**config.mk**
```make
export PLATFORM = sky130hd
export DESIGN_NAME = nmr_bstrm_sram_loader
export DESIGN_NICKNAME = d
export VERILOG_FILES = /design/src/rtl/nmr_bstrm_pkg.sv /design/src/rtl/nmr_bstrm_word_packer.sv /design/src/rtl/nmr_bstrm_sram_loader.sv
export SDC_FILE = /design/constraint.sdc
export NUM_CORES = 1
export LEC_CHECK = 0
export ABC_AREA = 1
export CAP_MARGIN = 20
export CORE_MARGIN = 3
export CORE_UTILIZATION = 48
export DETAILED_ROUTE_END_ITERATION = 12
export GPL_ROUTABILITY_DRIVEN = 0
export GPL_TIMING_DRIVEN = 0
export HOLD_SLACK_MARGIN = 0.08
export PLACE_DENSITY = 0.76
export SYNTH_ARGS = -nofsm -noshare
export SYNTH_HDL_FRONTEND = slang
export SYNTH_SLANG_ARGS = --single-unit
```
**constraint.sdc**
```tcl
create_clock -name CLK -period 11.9 [get_ports CLK]
set_clock_uncertainty 0.15 [all_clocks]
set_input_delay 3.57 -clock CLK [delete_from_list [all_inputs] [get_ports CLK]]
set_output_delay 3.57 -clock CLK [all_outputs]
set_load 0.05 [all_outputs]
```
**src/rtl/nmr_bstrm_pkg.sv**
```systemverilog
// nmr_bstrm_pkg: shared definitions for the NMR bitstream loader/arbiter slice.
//   - loader state encoding (legacy-compatible localparam constants)
//   - WORDS_PER_LINE: host words packed into one program-RAM line
//   - widths_ok(): parameter consistency check used at elaboration
package nmr_bstrm_pkg;

  localparam int unsigned DEF_WORD_WIDTH = 32;
  localparam int unsigned DEF_DAT_WIDTH  = 128;
  localparam int unsigned WORDS_PER_LINE = DEF_DAT_WIDTH / DEF_WORD_WIDTH;

  typedef logic [2:0] loader_state_t;

  localparam loader_state_t ST_IDLE    = 3'd0;
  localparam loader_state_t ST_LOAD    = 3'd1;
  localparam loader_state_t ST_WRITE   = 3'd2;
  localparam loader_state_t ST_READY   = 3'd3;
  localparam loader_state_t ST_START   = 3'd4;
  localparam loader_state_t ST_WAIT_LO = 3'd5;
  localparam loader_state_t ST_WAIT_HI = 3'd6;

  // Line width must hold exactly WORDS_PER_LINE words and be whole bytes.
  function automatic bit widths_ok(input int unsigned word_w, input int unsigned dat_w,
                                   input int unsigned byteen_w);
    return (dat_w == WORDS_PER_LINE * word_w) && (byteen_w * 8 == dat_w);
  endfunction

endpackage

```
**src/rtl/nmr_bstrm_word_packer.sv**
```systemverilog
// nmr_bstrm_word_packer: packs host words into program-RAM lines.
// Ports:
//   clk, rst       clock, asynchronous active-high reset
//   word, accept   host word and its transfer qualifier
//   last           word closes the program (flushes a partial line)
//   line_complete  this accepted word finishes a line (combinational)
//   line           most recently completed line (registered, zero-filled)
module nmr_bstrm_word_packer
  import nmr_bstrm_pkg::*;
#(
  parameter int unsigned WORD_WIDTH = 32,
  parameter int unsigned DAT_WIDTH  = 128
) (
  input  logic                  clk,
  input  logic                  rst,
  input  logic [WORD_WIDTH-1:0] word,
  input  logic                  accept,
  input  logic                  last,
  output logic                  line_complete,
  output logic [DAT_WIDTH-1:0]  line
);

  localparam int unsigned CNT_W = (WORDS_PER_LINE > 1) ? $clog2(WORDS_PER_LINE) : 1;

  logic [CNT_W-1:0]     cnt_q;
  logic [DAT_WIDTH-1:0] pack_q;
  logic [DAT_WIDTH-1:0] pack_d;
  logic [DAT_WIDTH-1:0] line_q;

  always_comb begin
    line_complete = accept && (last || (cnt_q == CNT_W'(WORDS_PER_LINE - 1)));
    pack_d = pack_q;
    pack_d[cnt_q * WORD_WIDTH +: WORD_WIDTH] = word;
  end

  // pack_q is cleared at each line boundary, so unfilled fields of a partial
  // line come out as zero.
  always_ff @(posedge clk or posedge rst) begin
    if (rst) begin
      cnt_q  <= '0;
      pack_q <= '0;
      line_q <= '0;
    end else if (accept) begin
      if (line_complete) begin
        line_q <= pack_d;
        pack_q <= '0;
        cnt_q  <= '0;
      end else begin
        pack_q <= pack_d;
        cnt_q  <= cnt_q + CNT_W'(1);
      end
    end
  end

  assign line = line_q;

endmodule

```
**src/rtl/nmr_bstrm_sram_loader.sv**
```systemverilog
// nmr_bstrm_sram_loader: loads a pulse program from the host into the program
// RAM (four words per line, from address 0) and launches the arbiter.
// Ports:
//   CLK, RST                      clock, asynchronous active-high reset
//   IN_DAT/IN_VALID/IN_LAST       host word stream, IN_READY back-pressure
//   GO                            run request (honoured only when loaded)
//   ARB_START, ARB_DONE           one-cycle launch pulse, arbiter done level
//   SRAM_*                        program-RAM write port
//   LINES                         lines in the loaded program
//   BUSY                          arbiter run in progress
//   ERR                           sticky program-overflow flag
module nmr_bstrm_sram_loader
  import nmr_bstrm_pkg::*;
#(
  parameter int unsigned WORD_WIDTH        = 32,
  parameter int unsigned SRAM_ADDR_WIDTH   = 8,
  parameter int unsigned SRAM_DAT_WIDTH    = 128,
  parameter int unsigned SRAM_BYTEEN_WIDTH = 16
) (
  input  logic                         CLK,
  input  logic                         RST,
  input  logic [WORD_WIDTH-1:0]        IN_DAT,
  input  logic                         IN_VALID,
  input  logic                         IN_LAST,
  output logic                         IN_READY,
  input  logic                         GO,
  output logic                         ARB_START,
  input  logic                         ARB_DONE,
  output logic [SRAM_ADDR_WIDTH-1:0]   SRAM_ADDR,
  output logic                         SRAM_CS,
  output logic                         SRAM_CLKEN,
  output logic                         SRAM_WR,
  output logic [SRAM_DAT_WIDTH-1:0]    SRAM_WR_DAT,
  output logic [SRAM_BYTEEN_WIDTH-1:0] SRAM_BYTEEN,
  output logic [SRAM_ADDR_WIDTH:0]     LINES,
  output logic                         BUSY,
  output logic                         ERR
);

  if (!widths_ok(WORD_WIDTH, SRAM_DAT_WIDTH, SRAM_BYTEEN_WIDTH)) begin : gen_width_check
    $error("nmr_bstrm_sram_loader: inconsistent WORD/DAT/BYTEEN widths");
  end

  loader_state_t              state_q, state_d;
  logic [SRAM_ADDR_WIDTH-1:0] addr_q, addr_d;
  logic [SRAM_ADDR_WIDTH:0]   lines_q, lines_d;
  logic                       err_q, err_d;
  logic                       last_q, last_d;
  logic                       ready_int;
  logic                       accept;
  logic                       line_complete;
  logic                       ram_full;

  // GO beats a simultaneous word in READY.
  assign ready_int = (state_q == ST_IDLE) || (state_q == ST_LOAD) ||
                     ((state_q == ST_READY) && !GO);
  assign IN_READY  = ready_int && !RST;
  assign accept    = IN_VALID && IN_READY;

  // Top LINES bit set means every address has been written once.
  assign ram_full = lines_q[SRAM_ADDR_WIDTH];

  nmr_bstrm_word_packer #(
    .WORD_WIDTH (WORD_WIDTH),
    .DAT_WIDTH  (SRAM_DAT_WIDTH)
  ) u_packer (
    .clk           (CLK),
    .rst           (RST),
    .word          (IN_DAT),
    .accept        (accept),
    .last          (IN_LAST),
    .line_complete (line_complete),
    .line          (SRAM_WR_DAT)
  );

  always_comb begin
    state_d = state_q;
    addr_d  = addr_q;
    lines_d = lines_q;
    err_d   = err_q;
    last_d  = last_q;
    unique case (state_q)
      ST_IDLE, ST_READY: begin
        if ((state_q == ST_READY) && GO) begin
          state_d = ST_START;
        end else if (accept) begin
          // New program: restart from address 0.
          addr_d  = '0;
          lines_d = '0;
          err_d   = 1'b0;
          last_d  = IN_LAST;
          state_d = line_complete ? ST_WRITE : ST_LOAD;
        end
      end
      ST_LOAD: begin
        if (line_complete) begin
          if (ram_full) begin
            // Overflow: drop the line, keep swallowing words until IN_LAST.
            err_d   = 1'b1;
            state_d = IN_LAST ? ST_READY : ST_LOAD;
          end else begin
            last_d  = IN_LAST;
            state_d = ST_WRITE;
          end
        end
      end
      ST_WRITE: begin
        addr_d  = addr_q + SRAM_ADDR_WIDTH'(1);
        lines_d = lines_q + (SRAM_ADDR_WIDTH + 1)'(1);
        state_d = last_q ? ST_READY : ST_LOAD;
      end
      ST_START: state_d = ST_WAIT_LO;
      // Wait for DONE to drop first; the arbiter idles with DONE high.
      ST_WAIT_LO: if (!ARB_DONE) state_d = ST_WAIT_HI;
      ST_WAIT_HI: if (ARB_DONE) state_d = ST_READY;
      default: state_d = ST_IDLE;
    endcase
  end

  always_ff @(posedge CLK or posedge RST) begin
    if (RST) begin
      state_q <= ST_IDLE;
      addr_q  <= '0;
      lines_q <= '0;
      err_q   <= 1'b0;
      last_q  <= 1'b0;
    end else begin
      state_q <= state_d;
      addr_q  <= addr_d;
      lines_q <= lines_d;
      err_q   <= err_d;
      last_q  <= last_d;
    end
  end

  assign SRAM_CS     = (state_q == ST_WRITE);
  assign SRAM_CLKEN  = (state_q == ST_WRITE);
  assign SRAM_WR     = (state_q == ST_WRITE);
  assign SRAM_ADDR   = addr_q;
  assign SRAM_BYTEEN = '1;
  assign LINES       = lines_q;
  assign ERR         = err_q;
  assign ARB_START   = (state_q == ST_START);
  assign BUSY        = (state_q == ST_START) || (state_q == ST_WAIT_LO) ||
                       (state_q == ST_WAIT_HI);

endmodule

```
==> impl_results.rst, run 1 <==
.. list-table::
   :header-rows: 1

   * - Metric
     - Value
   * - Number of hold-slack violations in the final timing report
     - 0
   * - Iteration-0 DRC Markers
     - 1,063
   * - Area share of and/or/nand/nor cells after synthesis
     - 0.187
   * - Compound-cell area share of the yosys netlist
     - 0.139
   * - Area share of xor/xnor cells in the synthesized design
     - 0.00773
   * - Routed Antenna Nets
     - 0
   * - Total clock buffers created by CTS
     - 29
   * - Type of the tightest min-delay check
     - flip-flop to flip-flop
   * - Capturing element type of the critical path
     - output port
   * - Setup repair after global routing missed its margin
     - no
   * - CP max-delay cell
     - clkdlybuf4s50_1
   * - Starting density of the core
     - 0.492
   * - Pin count of the biggest net entering global routing
     - between 100 and 150
   * - Area growth from synthesis to layout
     - 26.9%
   * - Chip height
     - 167 um
   * - Final nets
     - roughly 1.8k
   * - Total I/O pin count
     - approximately 210
   * - Drt drc
     - 0
   * - Worst min-delay path startpoint
     - u_packer.line[121]
   * - CTS tree
     - done
   * - Yosys synthesis warning count
     - 0
   * - First-pass GRT wire length
     - 57,000 um
   * - Data required time of the worst path
     - ~8.2 ns
   * - Tightest slew margin relative to the limit
     - 0.526
   * - Number of antenna violations at the first check in global routing
     - 0
   * - Setup slack of the critical path after layout
     - between 3 and 4 ns
   * - Via count
     - 11.1k
   * - Leakage power figure
     - between 7 and 8 nW
   * - Post-CTS Setup Bufs
     - 0
   * - Post-synthesis sequential element count
     - 280
   * - Type of the worst setup path
     - input pin to output port
   * - Register area share after synthesis
     - 0.562
   * - Clock transition at the registers of the reported paths
     - 0.05 ns
   * - Number of H-tree levels
     - 1
   * - Slack of the worst reg-to-reg path
     - approximately 9.2 ns
   * - Floorplan die width
     - between 150 and 200 um
   * - Residual overflow from global routing
     - 0
   * - Fin crit share
     - 0.739
   * - Highest routing layer actually used
     - met4
   * - Number of cell rows
     - 58
   * - Number of iterations in the first detailed-routing pass
     - 5
   * - WL final
     - 35,600 um
   * - TritonCTS sink count
     - 280
   * - Hold Buf Count CTS
     - 0
   * - Cell count after synthesis
     - ~1.5k
   * - Launch instance of the worst register-to-register path
     - u_packer.cnt_q[0]
   * - Critical Path Source
     - GO
   * - Adder-Cell Fraction of Synth Area
     - 0.00702
   * - Highest-count cells in the layout ignoring fill and taps
     - nand2_1, dfrtp_1, clkdlybuf4s50_1, inv_1, o21ai_0
   * - Area of the multi-input gates
     - around 4300 um2
   * - Startpoint kind of the worst setup timing path
     - input pin
   * - Commonest non-fill, non-tap cell in the layout
     - nand2_1
   * - Worst slack after detailed placement
     - between 3 and 4 ns
   * - Run status
     - completed
   * - FILL cells
     - ~2.1k
   * - Final critical path time including I/O delays and setup
     - between 8 and 9 ns
   * - Core Box Area
     - 25,300 um2
   * - All-layer global routing usage
     - 0.249
   * - HPWL reported at the end of detailed placement
     - 25,200 um
   * - Flip-flop and latch area
     - between 7000 and 8000 um2
   * - Clock latency of the later-clocked register in the worst-skew pair
     - approximately 0.54 ns
   * - Fraction of registers with async set or reset after synthesis
     - 1.00
   * - Number of pins exceeding their max-slew limit in the final report
     - 0
   * - Post-cts sizing count
     - 0
   * - Cell with the most instances on the worst path
     - clkdlybuf4s50_1
   * - Wire per inst
     - ~17 um
   * - Capture point of the worst reg-to-reg path
     - u_packer.pack_q[19]
   * - N_diodes
     - 0
   * - Worst-path cell chain
     - clkdlybuf4s50_1 -> inv_1 -> nand2_1 -> a21oi_1 -> clkdlybuf4s50_1
   * - Min-Delay Path Depth
     - 2
   * - PwrDens
     - 258 nW/um2
   * - Clock Root Buffer
     - clkbuf_16
   * - Metal1 wirelength
     - roughly 15,000 um
   * - Multiplexer fraction of the synthesized cell area
     - 0
   * - Highest fanout seen on the critical path
     - 2
   * - Fmax achieved
     - ~110 MHz
   * - CP Data Arrival Time
     - a little over 5 ns
   * - DIE AREA
     - 28,000 um2
   * - Terminating pin of the worst hold path
     - u_packer.line[121]
   * - Worst vdd ir
     - between 0.15 and 0.2 mV
   * - Worst Reg2Reg Path Length in Cells
     - 8
   * - Via count of the first global-routing pass
     - 11.0k
   * - Most frequently used flop master after synthesis
     - dfrtp_1
   * - Clock tree buffer depth
     - 3
   * - Final Total Pwr
     - between 4 and 5 mW
   * - Via-to-Cell Ratio
     - between 5 and 6
   * - Number of synthesized flops with an enable pin
     - 0
   * - Detailed-routed wire length on met2
     - ~17,000 um
   * - Syn avg cell area
     - 8.36 um2
   * - Finish-stage setup viols
     - 0
   * - Share of layout cells above drive strength 1
     - 0.0651
   * - Count of max-cap constraint violations
     - 0
   * - Combinational family with the most area after synthesis
     - simple AND/OR/NAND/NOR gates
   * - Number of buffer cells added on primary ports
     - about 190
   * - Area of the mapped netlist
     - 12,500 um2
   * - Maximum cell stage delay along the critical path
     - between 0.8 and 0.9 ns
   * - Amount of wire on met3 after detailed routing
     - ~3000 um
   * - Worst Tran Pin Value
     - approximately 0.71 ns
   * - Number of distinct standard cells referenced by the synthesized netlist
     - 30
kinds of logic after synthesis:
family	Yosys count
buf+inv	286
compound gates	307
other cells	1
xor+xnor	11
flops	280
fa+ha+maj	7
simple gates	600
final cells by class:
type / instances / area share
Tap cell: 330 / 0.0261
Clock inverter: 10 / 0.00530
Timing Repair Buffer: 191 / 0.123
Sequential cell: 280 / 0.443
Inverter: 183 / 0.0439
Multi-Input combinational cell: 941 / 0.272
Clock buffer: 42 / 0.0534
Buffer: 103 / 0.0331
how the worst max path moves through the flow:
stage | to | cells after the start
floorplan | ERR | 1
global placement | u_packer.line[36] | 7
detailed placement | IN_READY | 5
CTS | IN_READY | 5
global route | IN_READY | 5
finish | IN_READY | 5
power by group:
group | switching [mW] | internal, mW | total [mW]
clock | 0.379 | 0.512 | 0.891
sequential | 0.147 | 1.18 | 1.33
combinational | 1.31 | 0.541 | 1.85
stage by stage:
step                      cell area, um2  hold slack [ns]  std cells   util   TNS, ns
after global placement             14800            0.308       2026  0.586  -1709.85
final                              15800            0.327       2080  0.625         0
after global routing               15800            0.348       2080  0.625         0
after floorplan                    12500            0.292       1507      -         0
after detailed placement           14900            0.315       2028  0.588         0
after CTS                          15800            0.332       2080  0.625         0
flip-flops by register name (all words and copies together), names as in the netlist:
name and count:
ERR 1, last_q 1, u_packer.pack_q 128, u_packer.cnt_q 2
state_q 3, LINES 9, u_packer.line 128, SRAM_ADDR 8
worst max-delay path, delay by kind of cell:
kind	cells	cell delay (ns)
simple gates	1	0.08
buf+inv	3	1.29
compound gates	1	0.14
routing by layer:
layer  global-route usage  vias to the layer above
li1                     -                     5170
met1                0.348                     5350
met2                0.398                      466
met3               0.0493                       83
met4               0.0765                        0
met5                    0                        -
cell usage after synthesis (23+ instances only):
cell type | n | area [um2]
nor2_1 | 31 | 116
clkbuf_1 | 46 | 173
a21oi_1 | 23 | 115
a22oi_1 | 33 | 248
o22ai_1 | 90 | 563
inv_1 | 180 | 676
dfrtp_1 | 280 | 7010
buf_4 | 27 | 203
o21ai_0 | 122 | 611
o21ai_1 | 39 | 195
buf_2 | 27 | 135
nand2_1 | 541 | 2030
No activity file was read; power rests on OpenSTA's default activity.
==> run 2: changes to the inputs <==
clock period = 7.8 ns   (was 11.9 ns; I/O delays follow)
==> run 2 against run 1 <==
  * Global-route usage up 0.12 points
  * Critical path depth unchanged
  * Sequential power up 52%
  * Combinational power up 54%
  * Cell area up 1.7%
  * Core utilization up 1.1 points
  * Wire length about the same
  * Flip-flop and latch count unchanged
  * Die area unchanged
  * Worst setup slack worse by 1.6 ns
  * Largest cell class unchanged
==> impl_results.rst, run 2 (synthesis results as in run 1) <==
.. list-table::
   :header-rows: 1

   * - Metric
     - Value
   * - Run status
     - completed
   * - Clock tree buffer depth
     - 3
   * - Wire per inst
     - 17.1 um
   * - Floorplan die width
     - approximately 170 um
   * - Clock latency of the later-clocked register in the worst-skew pair
     - around 0.54 ns
   * - Number of pins exceeding their max-slew limit in the final report
     - 0
   * - Met1 Usage GRT
     - 0.341
   * - Final Total Pwr
     - about 6.4 mW
   * - Worst Tran Pin Value
     - ~0.74 ns
   * - Clock transition at the registers of the reported paths
     - approximately 0.060 ns
   * - Drt drc
     - 0
   * - Via count
     - between 10k and 15k
   * - Global-route layer with the greatest usage
     - met2
   * - Post-cts sizing count
     - 0
   * - Worst min-delay path startpoint
     - u_packer.line[33]
   * - Post-CTS Setup Bufs
     - 0
   * - Fin util
     - 0.635
   * - CP Data Arrival Time
     - between 3 and 4 ns
   * - Fmax achieved
     - about 160 MHz
   * - Finish-stage setup viols
     - 0
   * - Number of iterations in the first detailed-routing pass
     - 5
   * - Chip height
     - between 150 and 200 um
   * - HPWL reported at the end of detailed placement
     - between 20,000 and 30,000 um
   * - Residual overflow from global routing
     - 0
   * - Starting density of the core
     - 0.492
   * - Data required time of the worst path
     - approximately 5.3 ns
   * - Family with the most delay on the worst path
     - buffers and inverters
   * - Area growth from synthesis to layout
     - 29.1%
   * - Worst setup endpoint
     - IN_READY
   * - Launch instance of the worst register-to-register path
     - u_packer.cnt_q[0]
   * - TritonCTS sink count
     - between 200 and 300
   * - Final critical path time including I/O delays and setup
     - ~6.3 ns
   * - Commonest non-fill, non-tap cell in the layout
     - nand2_1
   * - Slack of the worst reg-to-reg path
     - 5.18 ns
   * - Startpoint kind of the worst setup timing path
     - input pin
   * - Cell with the most instances on the worst path
     - clkdlybuf4s50_1
   * - Share of layout cells above drive strength 1
     - 0.0781
   * - Core Box Area
     - 25,300 um2
   * - Total clock buffers created by CTS
     - 29
   * - All-layer global routing usage
     - 0.250
   * - Tightest slew margin relative to the limit
     - 0.508
   * - Routed Antenna Nets
     - 0
   * - Final nets
     - approximately 1.8k
   * - Highest fanout seen on the critical path
     - 2
   * - Worst slack after detailed placement
     - about 1.5 ns
   * - Number of cell rows
     - 58
   * - GRT met3 Usage
     - 0.0519
   * - Fin crit share
     - 0.809
   * - Number of buffer cells added on primary ports
     - approximately 190
   * - Setup slack of the critical path after layout
     - roughly 1.5 ns
   * - Worst path depth
     - 5
   * - Worst Reg2Reg Path Length in Cells
     - 8
   * - WL final
     - between 30,000 and 40,000 um
   * - Smallest hold slack
     - 0.329 ns
   * - Clock Root Buffer
     - clkbuf_16
   * - Type of the worst setup path
     - input pin to output port
   * - Leakage power figure
     - 7.90 nW
   * - Setup repair after global routing missed its margin
     - no
   * - Pin count of the biggest net entering global routing
     - between 40 and 50
   * - DIE AREA
     - 28,000 um2
   * - Number of antenna violations at the first check in global routing
     - 1
   * - Worst vdd ir
     - approximately 0.3 mV
   * - Highest-count cells in the layout ignoring fill and taps
     - nand2_1, dfrtp_1, clkdlybuf4s50_1, inv_1, o21ai_0
   * - Number of H-tree levels
     - 1
   * - PwrDens
     - roughly 400 nW/um2
   * - Total I/O pin count
     - ~200
   * - Worst path bufs/invs
     - 3
   * - First-pass GRT wire length
     - 57,500 um
   * - Met2 Use GR
     - 0.412
   * - CP max-delay cell
     - clkdlybuf4s50_1
   * - Via-to-Cell Ratio
     - 5.28
   * - CTS tree
     - done
   * - Critical Path Source
     - GO
   * - Capture point of the worst reg-to-reg path
     - u_packer.line[0]
   * - Via count of the first global-routing pass
     - between 10k and 15k
   * - Count of max-cap constraint violations
     - 0
   * - Type of the tightest min-delay check
     - flip-flop to flip-flop
   * - Capturing element type of the critical path
     - output port
   * - Hold Buf Count CTS
     - 0
   * - Number of hold-slack violations in the final timing report
     - 0
   * - Setup TNS Final
     - 0 ns
   * - Maximum cell stage delay along the critical path
     - ~0.8 ns
   * - Worst-path cell chain
     - clkdlybuf4s50_1 -> inv_1 -> nand2_1 -> a21oi_1 -> clkdlybuf4s50_1
   * - Iteration-0 DRC Markers
     - about 1.1k
==> run 2: cell count changes in the layout (fill, tap and decap cells not counted), sizes merged <==
cell | before | now
clkinv | 8 | 7
clkbuf | 89 | 86
inv | 182 | 181
diode | 0 | 1
buf | 58 | 63
bufinv | 1 | 6
==> run 2: routing by layer <==
metal	wire length [um]	vias up
met5	0	-
met4	937	0
met3	2960	57
met2	16800	445
met1	14900	5317
li1	-	5200
==> run 2: how the worst min path moves through the flow <==
stage	end	slack (ns)	cells past startpoint
after floorplan	last_q	0.29	2
after global placement	u_packer.line[127]	0.31	2
after detailed placement	u_packer.line[68]	0.31	2
after CTS	u_packer.line[68]	0.33	2
after global routing	u_packer.line[124]	0.35	2
final	u_packer.line[33]	0.33	2
==> run 2: through the flow <==
stage / area, um2 / instances
detailed placement: 15000 / 2033
global placement: 14900 / 2026
global route: 16100 / 2086
finish: 16100 / 2086
floorplan: 12600 / 1507
CTS: 16100 / 2085
==> run 2: final cells by class <==
| type | instances | area, um2 |
|---|---|---|
| fill | 2051 | 9230 |
| sequential | 280 | 7010 |
| multi-input combinational | 941 | 4340 |
| timing repair buffer | 196 | 2030 |
| clock buffer | 39 | 823 |
| inverter | 183 | 691 |
| buffer | 103 | 559 |
| tap | 330 | 413 |
| clock inverter | 13 | 229 |
| antenna | 1 | 2.50 |
==> run 2: worst reg2reg max path: stages, from the launching register on <==
cell	delay [ns]
dfrtp_1	0.46
inv_1	0.20
ha_1	0.17
clkbuf_1	0.32
nand4_1	0.40
clkbuf_1	0.35
o22ai_1	0.17
inv_1	0.10
o21ai_0	0.19
==> run 2: power by group <==
group	switching (mW)	internal (mW)	total, mW	leakage (nW)
Sequential	0.217	1.81	2.02	3.85
Combinational	2.00	0.836	2.84	3.53
Clock	0.570	0.937	1.51	0.517
==> run 3: changes to the inputs <==
CORE_UTILIZATION = 54   (was 48)
PLACE_DENSITY = 0.81   (was 0.76)
clock period = 6.16 ns   (was 7.8 ns; I/O delays follow)
==> run 3 against run 2 <==
  * Final cell count down 2.3%
  * Combinational power increased by 28%
  * Global-route usage is 3.4 points higher
  * Worst setup slack lost 0.66 ns
  * Non-clock buffer count stayed put
  * Power increased by 26%
  * First-iteration DRC count shrank 18%
  * Wire length decreased by 0.31%
  * Largest cell class unchanged
==> impl_results.rst, run 3 (synthesis results as in run 1) <==
.. list-table::
   :header-rows: 1

   * - Metric
     - Value
   * - Core Box Area
     - ~22,000 um2
   * - Number of H-tree levels
     - 1
   * - Run status
     - completed
   * - Highest fanout seen on the critical path
     - 2
   * - Floorplan die width
     - roughly 160 um
   * - Data required time of the worst path
     - roughly 4.2 ns
   * - HPWL reported at the end of detailed placement
     - between 20,000 and 30,000 um
   * - Type of the worst setup path
     - input pin to output port
   * - Final nets
     - between 1.5k and 2k
   * - Drt drc
     - 0
   * - Starting density of the core
     - 0.561
   * - Startpoint kind of the worst setup timing path
     - input pin
   * - Setup slack of the critical path after layout
     - between 0.8 and 0.9 ns
   * - All-layer global routing usage
     - 0.284
   * - Worst Tran Pin Value
     - slightly above 0.8 ns
   * - Clock Root Buffer
     - clkbuf_16
   * - Worst Reg2Reg Path Length in Cells
     - 8
   * - Number of pins exceeding their max-slew limit in the final report
     - 0
   * - Cell count after placement
     - ~2.0k
   * - Fmax achieved
     - ~190 MHz
   * - Total I/O pin count
     - 206
   * - Number of cell rows
     - 54
   * - Capture point of the worst reg-to-reg path
     - u_packer.pack_q[28]
   * - Post-cts sizing count
     - 0
   * - Iteration-0 DRC Markers
     - 870
   * - DIE AREA
     - about 25,000 um2
   * - Cell area after layout
     - ~16,000 um2
   * - Number of iterations in the first detailed-routing pass
     - 5
   * - Fin cells
     - between 2k and 2.5k
   * - Worst min-delay path startpoint
     - u_packer.line[120]
   * - Via count of the first global-routing pass
     - approximately 11k
   * - CP Data Arrival Time
     - 3.33 ns
   * - Post-CTS Setup Bufs
     - 0
   * - Slack of the worst reg-to-reg path
     - around 3.6 ns
   * - Final critical path time including I/O delays and setup
     - 5.33 ns
   * - Wire per inst
     - between 15 and 20 um
   * - Clock latency of the later-clocked register in the worst-skew pair
     - 0.55 ns
   * - Via-to-Cell Ratio
     - 5.45
   * - Worst-path cell chain
     - clkdlybuf4s50_1 -> inv_1 -> nand2_1 -> a21oi_1 -> clkdlybuf4s50_1
   * - Worst vdd ir
     - 0.378 mV
   * - First-pass GRT wire length
     - around 56,000 um
   * - Chip height
     - roughly 160 um
   * - Fin crit share
     - 0.865
   * - Smallest hold slack
     - approximately 0.32 ns
   * - Highest-count cells in the layout ignoring fill and taps
     - nand2_1, dfrtp_1, clkdlybuf4s50_1, inv_1, o22ai_1
   * - Finish-stage setup viols
     - 0
   * - CTS tree
     - done
   * - TritonCTS sink count
     - 280
   * - Pin count of the biggest net entering global routing
     - 44
   * - Setup repair after global routing missed its margin
     - no
   * - Instance area after placement
     - approximately 15,000 um2
   * - Count of max-cap constraint violations
     - 0
   * - Share of layout cells above drive strength 1
     - 0.0854
   * - WL final
     - between 30,000 and 40,000 um
   * - Via count
     - 11.1k
   * - N_diodes
     - 0
   * - Maximum cell stage delay along the critical path
     - 0.82 ns
   * - Type of the tightest min-delay check
     - flip-flop to flip-flop
   * - Commonest non-fill, non-tap cell in the layout
     - nand2_1
   * - Setup TNS Final
     - 0 ns
   * - Cell with the most instances on the worst path
     - clkdlybuf4s50_1
   * - Number of antenna violations at the first check in global routing
     - 0
   * - Number of hold-slack violations in the final timing report
     - 0
   * - Number of buffer cells added on primary ports
     - about 190
   * - Clock tree buffer depth
     - 3
   * - Routed Antenna Nets
     - 0
   * - PwrDens
     - roughly 500 nW/um2
   * - Tightest slew margin relative to the limit
     - 0.450
   * - Total clock buffers created by CTS
     - 29
   * - Residual overflow from global routing
     - 0
   * - Area growth from synthesis to layout
     - 28.6%
   * - Clock transition at the registers of the reported paths
     - ~0.060 ns
   * - Fin util
     - 0.721
   * - Capturing element type of the critical path
     - output port
   * - Leakage power figure
     - 7.89 nW
   * - Min-Delay Path Depth
     - 2
   * - Launch instance of the worst register-to-register path
     - u_packer.cnt_q[0]
   * - Worst slack after detailed placement
     - 0.834 ns
   * - Terminating pin of the worst hold path
     - u_packer.line[120]
   * - CP max-delay cell
     - clkdlybuf4s50_1
   * - Hold Buf Count CTS
     - 0
   * - Final Total Pwr
     - roughly 8.0 mW
[run 3: layer usage]
| metal | vias up | routed length (um) | GRT usage |
|---|---|---|---|
| met5 | - | 0 | 0 |
| met3 | 75 | 2690 | 0.0407 |
| li1 | 5187 | - | - |
| met1 | 5348 | 15100 | 0.407 |
| met4 | 0 | 1060 | 0.0959 |
| met2 | 498 | 16700 | 0.451 |
[run 3: critical path, delay by kind of cell]
| family | cells | cell delay (ns) |
|---|---|---|
| AND/OR/NAND/NOR | 1 | 0.07 |
| AO/OA/AOI/OAI | 1 | 0.13 |
| buffers and inverters | 3 | 1.27 |
[run 3: layout make-up]
class                      instances  area [um2]
sequential                       280        7010
tap                              280         350
buffer                           103         604
clock buffer                      39         823
fill                            1659        6190
multi-input combinational        941        4370
timing repair buffer             196        2030
clock inverter                    15         165
inverter                         183         691
[run 3: power breakdown]
group | switching, mW | total [mW] | internal, mW
registers | 0.285 | 2.57 | 2.29
logic | 2.57 | 3.64 | 1.08
clock network | 0.747 | 1.81 | 1.06
total | 3.60 | 8.03 | 4.43
[run 3: worst max-delay path by stage]
stage,endpoint,startpoint,depth (start not counted),slack (ns)
global placement,u_packer.cnt_q[0],RST,8,-4.34
finish,IN_READY,GO,5,0.83
floorplan,u_packer.line[44],RST,7,-1.32
global route,IN_READY,GO,5,0.76
detailed placement,IN_READY,GO,5,0.83
CTS,IN_READY,GO,5,0.82
